==> src/rtl/mux_pipe_reg.sv <==
// ---------------------------------------------------------------------------
// mux_pipe_reg
//   N-way multiplexer followed by a single output register, used for operand,
//   forwarding and writeback selection in the pipelined MIPS core. Besides the
//   plain select it tracks a valid bit, honours stall (hold) and flush (bubble),
//   and flags out-of-range selects with a sticky-per-capture error bit and a
//   saturating 8-bit error counter.
//
// Parameters
//   WIDTH      data width of every input and of the output
//   NUM_IN     number of selectable inputs (2..16)
//   SEL_W      select width, 2**SEL_W >= NUM_IN
//   RESET_VAL  value driven on out_data after reset, flush or a bad select
//
// Ports
//   clk        rising-edge clock
//   rst_n      asynchronous active-low reset
//   in_bus     packed inputs, input k = in_bus[k*WIDTH +: WIDTH]
//   sel        binary select
//   in_valid   inputs and select are meaningful this cycle
//   stall      hold every output register
//   flush      load a bubble (RESET_VAL, invalid, no error)
//   out_data   registered selected input
//   out_valid  out_data holds a valid result
//   sel_err    last captured valid select was >= NUM_IN
//   err_count  saturating count of out-of-range valid selects
// ---------------------------------------------------------------------------
module mux_pipe_reg #(
  parameter int unsigned          WIDTH     = 32,
  parameter int unsigned          NUM_IN    = 4,
  parameter int unsigned          SEL_W     = 2,
  parameter logic [WIDTH-1:0]     RESET_VAL = '0
) (
  input  logic                    clk,
  input  logic                    rst_n,
  input  logic [NUM_IN*WIDTH-1:0] in_bus,
  input  logic [SEL_W-1:0]        sel,
  input  logic                    in_valid,
  input  logic                    stall,
  input  logic                    flush,
  output logic [WIDTH-1:0]        out_data,
  output logic                    out_valid,
  output logic                    sel_err,
  output logic [7:0]              err_count
);

  // Reject configurations the select cannot address or that are not a mux.
  generate
    if ((NUM_IN < 2) || ((2 ** SEL_W) < NUM_IN)) begin : g_paramCheck
      $error("mux_pipe_reg: NUM_IN must be >= 2 and 2**SEL_W >= NUM_IN");
    end
  endgenerate

  logic [WIDTH-1:0] r_data;
  logic             r_valid;
  logic             r_selErr;
  logic [7:0]       r_errCount;

  logic [WIDTH-1:0] w_selected;
  logic             w_selInRange;
  int unsigned      w_selIdx;

  // Select codes at or above NUM_IN (possible when NUM_IN is not a power of
  // two) are treated as errors rather than aliasing onto a real input.
  always_comb begin
    w_selIdx     = 32'(sel);
    w_selInRange = (w_selIdx < NUM_IN);
  end

  // Compare-and-pick mux so no part-select ever reaches past in_bus, even for
  // the unused select codes.
  always_comb begin
    w_selected = RESET_VAL;
    for (int unsigned k = 0; k < NUM_IN; k++) begin
      if (w_selIdx == k) begin
        w_selected = in_bus[k*WIDTH +: WIDTH];
      end
    end
  end

  // Output stage: flush beats stall, stall freezes everything (including the
  // error counter), an idle cycle only drops the valid bit.
  always_ff @(posedge clk or negedge rst_n) begin
    if (!rst_n) begin
      r_data     <= RESET_VAL;
      r_valid    <= 1'b0;
      r_selErr   <= 1'b0;
      r_errCount <= 8'd0;
    end else if (flush) begin
      r_data     <= RESET_VAL;
      r_valid    <= 1'b0;
      r_selErr   <= 1'b0;
    end else if (stall) begin
      r_data     <= r_data;
      r_valid    <= r_valid;
      r_selErr   <= r_selErr;
    end else if (!in_valid) begin
      r_valid    <= 1'b0;
    end else if (w_selInRange) begin
      r_data     <= w_selected;
      r_valid    <= 1'b1;
      r_selErr   <= 1'b0;
    end else begin
      r_data     <= RESET_VAL;
      r_valid    <= 1'b1;
      r_selErr   <= 1'b1;
      if (r_errCount != 8'hFF) begin
        r_errCount <= r_errCount + 8'd1;
      end
    end
  end

  assign out_data  = r_data;
  assign out_valid = r_valid;
  assign sel_err   = r_selErr;
  assign err_count = r_errCount;

endmodule

==> config.mk <==
export PLATFORM = sky130hd
export DESIGN_NAME = mux_pipe_reg
export DESIGN_NICKNAME = d
export VERILOG_FILES = /design/src/rtl/mux_pipe_reg.sv
export SDC_FILE = /design/constraint.sdc
export NUM_CORES = 1
export LEC_CHECK = 0
export ABC_AREA = 1
export CAP_MARGIN = 20
export CORE_AREA = 5 5 116 107
export DETAILED_ROUTE_END_ITERATION = 10
export DIE_AREA = 0 0 121 112
export PLACE_DENSITY = 0.59
export SYNTH_ARGS = -nofsm -noshare
export SYNTH_HDL_FRONTEND = slang
export SYNTH_SLANG_ARGS = --single-unit
==> constraint.sdc <==
create_clock -name clk -period 1.3 [get_ports clk]
set_clock_uncertainty 0.15 [all_clocks]
set_input_delay 0.26 -clock clk [delete_from_list [all_inputs] [get_ports clk]]
set_output_delay 0.26 -clock clk [all_outputs]
set_load 0.01 [all_outputs]
==> results.toml, run 1 <==
[outcome]
status = "completed"

[worst_setup_path]
timing.critical_path.required_ps = 890
worst_setup_path_startpoint = "out_valid$_DFFE_PN0P_"
timing.critical_path.buf_inv = 1
critical_path.reg2reg.startpoint = "out_valid$_DFFE_PN0P_"
timing.reg2reg.worst_path_depth = 3
timing.setup.critical_path_class = "reg2out"
worst_setup_path_start_kind = "flop"
slowest_stage = "dfrtp_1"
critical-path-top-delay-family = "flip-flops"
critPathArrivalTime_ps = 870
critical_path.cell_chain = "clkdlybuf4s15_2"
critPathMaxFanout = 2
critical_path.endpoint_type = "output pin"
critical_path_depth = 1
cpPeakStageDelay_ps = 370

[cells_and_area]
layout-drive-gt1-share_pct = 13.3
finalNetCount = 723
number_of_antenna_repair_diodes = 0
area_delta_synth_final_pct = 84.8
fill_cells = 1174

[min_path]
hold_depth = 3
hp-start = "stall"
min-delay-path-class = "in2reg"

[timing]
fin_tns_setup_ps = 0
finalHoldViolations = 0
timing.final.setup_violations = 0
drv_slew = 0
final.period_utilization_pct = 98.5
final_critical_path_setup_slack_ps = 19.8
grt_setup_unrepaired = "no"
max_freq_mhz = 781
holdWs_ps = 188
layout_min_cycle_time_ps = 1280

[detailed_routing]
post_route_ant_nets = 0
finalWirelength_um = 10200
drt_drc_violations_left = 0
detailroute.via_count = 3116
drt-pass1-iter-count = 4
routed_wire_length_per_instance_um = 13.7
routed_via_density = 4.19
number_of_drc_markers_after_the_initial_detailed_route_iteration = 126

[die]
die-area_mm2 = 0.0136
initial_util_pct = 22.2
total_core_area_mm2 = 0.0112
floorplan.rows = 37
io_pins = 177
die_height_um = 112
dieWidth_um = 121

[global_routing]
antenna_found_initial = 0
track_usage_pct = 14.5
grt_pass1_wl_um = 16000
first_global_vias = 3143
maximum_number_of_pins_on_one_net_before_global_route_repair = 34
grt.overflow.total = 0

[synth]
yosys_register_bits = 33
yosys.area.top_type_share_pct = 33.4
yosysUniqueCellTypes = 18
synth.yosys.seq_area_share_pct = 33.4
postSynthCellCount = 406
synth_area_per_cell_um2 = 6.09
synthesized_cell_area_mm2 = 0.00247
synth_top_area_cell = "dfrtp_1"
synth_warnings = 0
synth.top_cells.by_area = "dfrtp_1 (33%), nand2_1 (27%), nor2_1 (9.7%)"

[power]
total_power_w = 0.00336
irDropWorstVdd_mv = 0.457
power_per_cell_area_mw_per_mm2 = 736
static-leakage-power_nw = 2.40

[clock_network]
clk_latency_ps = 270
ctsHtreeMaxLevel = 2
cts_buffers = 5
clk_pin_slew_worst_paths_ps = 50
numClockSinks = 33
clock-root-buffer = "clkbuf_16"
clockBufferDepth = 2
tritoncts_clock_tree = "built"

[place]
hpwlAfterDp_um = 7680
port_buffers = 167
place.gp.congestion = 0.842
placement.setup.worst_slack_ps = -350

[run]
timing.max_cap.violations = 0
-- cells in the mapped netlist --
library cell  number
a21oi_2            1
buf_2             10
buf_4             16
buf_6              2
clkbuf_1           2
clkbuf_2           2
conb_1             1
dfrtp_1           33
inv_1             30
inv_4              1
nand2_1          175
nand2_4            1
nand3_1           34
nand3b_1          14
nor2_1            64
nor2_4             1
nor2_8             1
o21ai_0           18
-- metal layers --
layer  vias up  GRT usage (%)  wire, um
met5         -              0         0
met4         0           1.81        60
met3         8           4.67       935
met2       131           24.6      4760
met1      1391           18.6      4460
li1       1586              -         -
-- state kept, by name, summed over array words and instances, names as in the netlist --
register   count
out_valid      1
out_data      32
-- path summary, 6_finish.rpt --
| kind | slack (ps) | endpoint |
|---|---|---|
| setup / recovery | 20 | out_valid |
| hold reg to reg | 320 | out_data[23]$_DFFE_PN0P_ |
| min in group asynchronous | 330 | out_data[26]$_DFFE_PN0P_ |
| max in group asynchronous | 470 | out_data[3]$_DFFE_PN0P_ |
| setup reg to reg | 420 | out_valid$_DFFE_PN0P_ |
| hold / removal | 190 | out_valid$_DFFE_PN0P_ |
-- report_power, final --
group / leakage [nW] / total, W / internal (W) / switching, W
registers: 0.447 / 0.00112 / 0.00109 / 0.0000304
logic: 1.88 / 0.00108 / 0.000635 / 0.000449
clock network: 0.0700 / 0.00116 / 0.000752 / 0.000411
total: 2.40 / 0.00336 / 0.00247 / 0.000891
-- per-stage QoR --
step           cell area [um2]  utilization, %  instances
6_report                  4570            40.9        744
4_1_cts                   4650            41.7        743
3_5_place_dp              4440            39.8        729
5_1_grt                   4570            40.9        744
2_1_floorplan             2500               -        414
3_3_place_gp              4440            39.8        729
-- cell type report --
| type | count | area [um2] | share of cell area [%] |
|---|---|---|---|
| Tap cell | 156 | 195 | 4.27 |
| Clock buffer | 7 | 143 | 3.12 |
| Inverter | 31 | 119 | 2.60 |
| Multi-Input combinational cell | 318 | 1360 | 29.7 |
| Sequential cell | 33 | 826 | 18.1 |
| Timing Repair Buffer | 199 | 1930 | 42.3 |
-- placed cells by master (no fill, tap or decap) --
| cell type | synthesis | routed |
|---|---|---|
| nand2_1 | 175 | 175 |
| clkdlybuf4s50_1 | 0 | 128 |
| nor2_1 | 64 | 64 |
| nand3_1 | 34 | 34 |
| buf_2 | 10 | 33 |
| dfrtp_1 | 33 | 33 |
| inv_1 | 30 | 30 |
| o21ai_0 | 18 | 18 |
| buf_4 | 16 | 16 |
| nand3b_1 | 14 | 14 |
| buf_12 | 0 | 10 |
| conb_1 | 1 | 9 |
| clkbuf_16 | 0 | 5 |
| buf_16 | 0 | 3 |
| dlygate4sd2_1 | 0 | 2 |
| clkbuf_2 | 2 | 2 |
| buf_6 | 2 | 2 |
| inv_4 | 1 | 1 |
| nor2_4 | 1 | 1 |
| nand2_4 | 1 | 1 |
| a21oi_4 | 0 | 1 |
| nor2_8 | 1 | 1 |
| clkbuf_8 | 0 | 1 |
| clkbuf_1 | 2 | 1 |
| dlygate4sd3_1 | 0 | 1 |
| clkdlybuf4s15_1 | 0 | 1 |
| clkdlybuf4s15_2 | 0 | 1 |
-- cells by family after synthesis --
family | share of synthesized area (%)
simple gates | 49.1
compound gates | 4.00
flops | 33.4
other cells | 0.152
buf+inv | 13.3
-- what timing repair did --
action,in CTS,in global routing
cloned,3,0
hold buffers,1,0
resized for setup,122,16
hold endpoints to repair,33,0
endpoints found under the setup margin,65,24
pin swaps,1,1
buffers inserted,3,1
Power figures use the tool's default switching activity.
==> inputs of run 2 (changes only) <==
--- a/config.mk
+++ b/config.mk
@@ -6,10 +6,12 @@
 export NUM_CORES = 1
 export LEC_CHECK = 0
 export ABC_AREA = 1
+export ABC_CLOCK_PERIOD_IN_PS = 1300
 export CAP_MARGIN = 20
 export CORE_AREA = 5 5 116 107
 export DETAILED_ROUTE_END_ITERATION = 10
 export DIE_AREA = 0 0 121 112
+export HOLD_SLACK_MARGIN = 0.06
 export PLACE_DENSITY = 0.59
 export SYNTH_ARGS = -nofsm -noshare
 export SYNTH_HDL_FRONTEND = slang
==> results of run 2 <==
Final layout, timing and power as in run 1 (identical DEF).
==> inputs of run 3 (changes only) <==
==> config.mk (replaced) <==
export PLATFORM = sky130hd
export DESIGN_NAME = mux_pipe_reg
export DESIGN_NICKNAME = d
export VERILOG_FILES = /design/src/rtl/mux_pipe_reg.sv
export SDC_FILE = /design/constraint.sdc
export NUM_CORES = 1
export LEC_CHECK = 0
export ABC_CLOCK_PERIOD_IN_PS = 1300
export CAP_MARGIN = 20
export CORE_AREA = 5 5 91 84
export DETAILED_ROUTE_END_ITERATION = 10
export DIE_AREA = 0 0 96 89
export HOLD_SLACK_MARGIN = 0.06
export PLACE_DENSITY = 0.88
export SYNTH_ARGS = -nofsm -noshare
export SYNTH_HDL_FRONTEND = slang
export SYNTH_SLANG_ARGS = --single-unit
==> run 3 against run 2 <==
Effect of this change: the flow now finishes with violations (setup timing); synthesized cell count fell by 52%; non-clock buffer count fell by 10; worst hold slack got worse by 100 ps; area after synthesis fell by 4.0%; maximum frequency fell by 3.5%; critical path type is now in2reg.
==> results.toml, run 3 <==
[worst_setup_path]
critical_path.reg2reg.startpoint = "out_data[27]$_DFFE_PN0P_"
timing.reg2reg.worst_path_depth = 2
worst_setup_path_start_kind = "primary input"
crit-reg2reg-capture = "out_data[27]$_DFFE_PN0P_"
critical_path.endpoint_type = "flop"
timing.setup.critical_path_class = "in2reg"
critPathMaxFanout = 8
reg2reg_slack_ps = 390
worst_setup_path_startpoint = "flush"
timing.critical_path.required_ps = 1360
critPathArrivalTime_ps = 1390

[min_path]
worst_hold_path.endpoint = "out_valid$_DFFE_PN0P_"
min-delay-path-class = "in2reg"
hp-start = "flush"
hold_depth = 3

[place]
placement.setup.worst_slack_ps = -680
place.gp.congestion = 0.751
placed_cells = 452
hpwlAfterDp_um = 6500
port_buffers = 167

[die]
die_height_um = 89
total_core_area_mm2 = 0.00652
io_pins = 177
dieWidth_um = 96
die-area_mm2 = 0.00854
initial_util_pct = 36.4
floorplan.rows = 28

[timing]
timing.final.setup_violations = 28
max_freq_mhz = 754
final_critical_path_setup_slack_ps = -27.0
final.period_utilization_pct = 102
finalHoldViolations = 0
fin_tns_setup_ps = -379
grt_setup_unrepaired = "yes"
drv_slew = 0
layout_min_cycle_time_ps = 1330

[synth]
synth_warnings = 0
yosys_register_bits = 33
postSynthCellCount = 196
synth_common_cells = "mux2i_1 (65), dfrtp_1 (33), a21o_1 (31)"
synthFlopType = "dfrtp_1"
yosysUniqueCellTypes = 18
yosys.area.top_type_share_pct = 34.8
synth_edf_count = 0
synth.top_cells.by_area = "dfrtp_1 (35%), mux2i_1 (27%), o22ai_2 (16%)"
synthesized_cell_area_mm2 = 0.00237
synth_area_per_cell_um2 = 12.1
synth_top_area_cell = "dfrtp_1"
asyncSetResetFlopFracSynth_pct = 100
synth.yosys.seq_area_share_pct = 34.8
most_repeated_cell_in_the_gate_level_netlist_after_synthesis = "mux2i_1"

[clock_network]
clk_pin_slew_worst_paths_ps = 70
clock-root-buffer = "clkbuf_8"
tritoncts_clock_tree = "built"
cts_buffers = 5
clk_latency_ps = 280
clockBufferDepth = 2
numClockSinks = 33
ctsHtreeMaxLevel = 2

[cells_and_area]
fin_cells = 464
fill_cells = 540
layout_common_cells = "clkdlybuf4s50_1 (128), mux2i_1 (65), buf_2 (36)"
mostFrequentLayoutCell = "clkdlybuf4s50_1"
largest_reg_flops = 32
area_delta_synth_final_pct = 76.7
layout-drive-gt1-share_pct = 26.2
number_of_antenna_repair_diodes = 0
finalNetCount = 508

[global_routing]
antenna_found_initial = 0
track_usage_pct = 18.1
grt.overflow.total = 0
grt_pass1_wl_um = 11900
first_global_vias = 2395
maximum_number_of_pins_on_one_net_before_global_route_repair = 34

[detailed_routing]
routed_wire_length_per_instance_um = 17.1
post_route_ant_nets = 0
routed_via_density = 4.87
drt_drc_violations_left = 0
detailroute.via_count = 2261
drt-pass1-iter-count = 4
finalWirelength_um = 7950
number_of_drc_markers_after_the_initial_detailed_route_iteration = 68

[outcome]
violations = "setup timing"
status = "complete, but fails checks"

[power]
irDropWorstVdd_mv = 0.361
total_power_w = 0.00285
static-leakage-power_nw = 2.20
power_per_cell_area_mw_per_mm2 = 680

[run]
timing.max_cap.violations = 0
-- run 3: worst max path at each step --
stage / slack [ps] / cells after the start / endpoint
floorplan: -130 / 5 / out_data[0]$_DFFE_PN0P_
finish: -30 / 5 / out_data[3]$_DFFE_PN0P_
global route: -50 / 5 / out_data[3]$_DFFE_PN0P_
CTS: -40 / 5 / out_data[26]$_DFFE_PN0P_
global placement: -600 / 5 / out_data[7]$_DFFE_PN0P_
detailed placement: -680 / 5 / out_data[26]$_DFFE_PN0P_
-- run 3: where the power goes --
group,total [W],internal [W],switching [W]
Sequential,0.00112,0.00109,0.0000322
Clock,0.000737,0.000380,0.000357
Combinational,0.000994,0.000622,0.000372
Total,0.00285,0.00209,0.000760
-- run 3: logic make-up (layout without fill, tap and decap cells) --
kind of cell	Yosys count	in the layout	synth area share, %
buffers and inverters	28	198	9.76
muxes	65	65	27.4
AOI/OAI and AO/OA	64	64	26.5
and+or+nand+nor	5	5	1.37
DFF	33	33	34.8
other	1	9	0.158
-- run 3: worst max-delay path, cell delays in order --
cell and delay, ps:
buf_6 90, or4b_4 650, buf_12 190, o22ai_4 80, a21o_1 100
-- run 3: final cells by class --
type	instances	area (um2)	share of cell area (%)
repair buffers	189	1770	42.3
multi-input cells	143	1400	33.3
flip-flops and latches	33	826	19.7
well taps	90	113	2.69
clock buffers	8	80.1	1.91
inverters	1	3.75	0.0896
-- run 3: through the flow --
step | instance area, um2 | util [%] | hold slack, ps
floorplan | 2410 | - | -186
global placement | 4190 | 64.2 | 82.1
detailed placement | 4190 | 64.2 | 86.5
CTS | 4170 | 63.9 | 111
global route | 4190 | 64.3 | 77.6
finish | 4190 | 64.3 | 84.1
-- run 3: per-layer routing --
metal	vias up	part of all wire, %	global-route usage [%]
li1	1077	-	-
met1	1082	36	20.0
met2	96	53	33.9
met3	6	11	6.06
met4	0	0.97	3.49
met5	-	0	0
-- run 3: what timing repair did --
action / CTS / global route
endpoints found under the setup margin: 65 / 33
hold buffers: 1 / 0
buffers inserted: 2 / 0
gates cloned: 1 / 0
gates resized for setup: 149 / 9
endpoints found under the hold margin: 33 / 0
pin swaps: 1 / 1
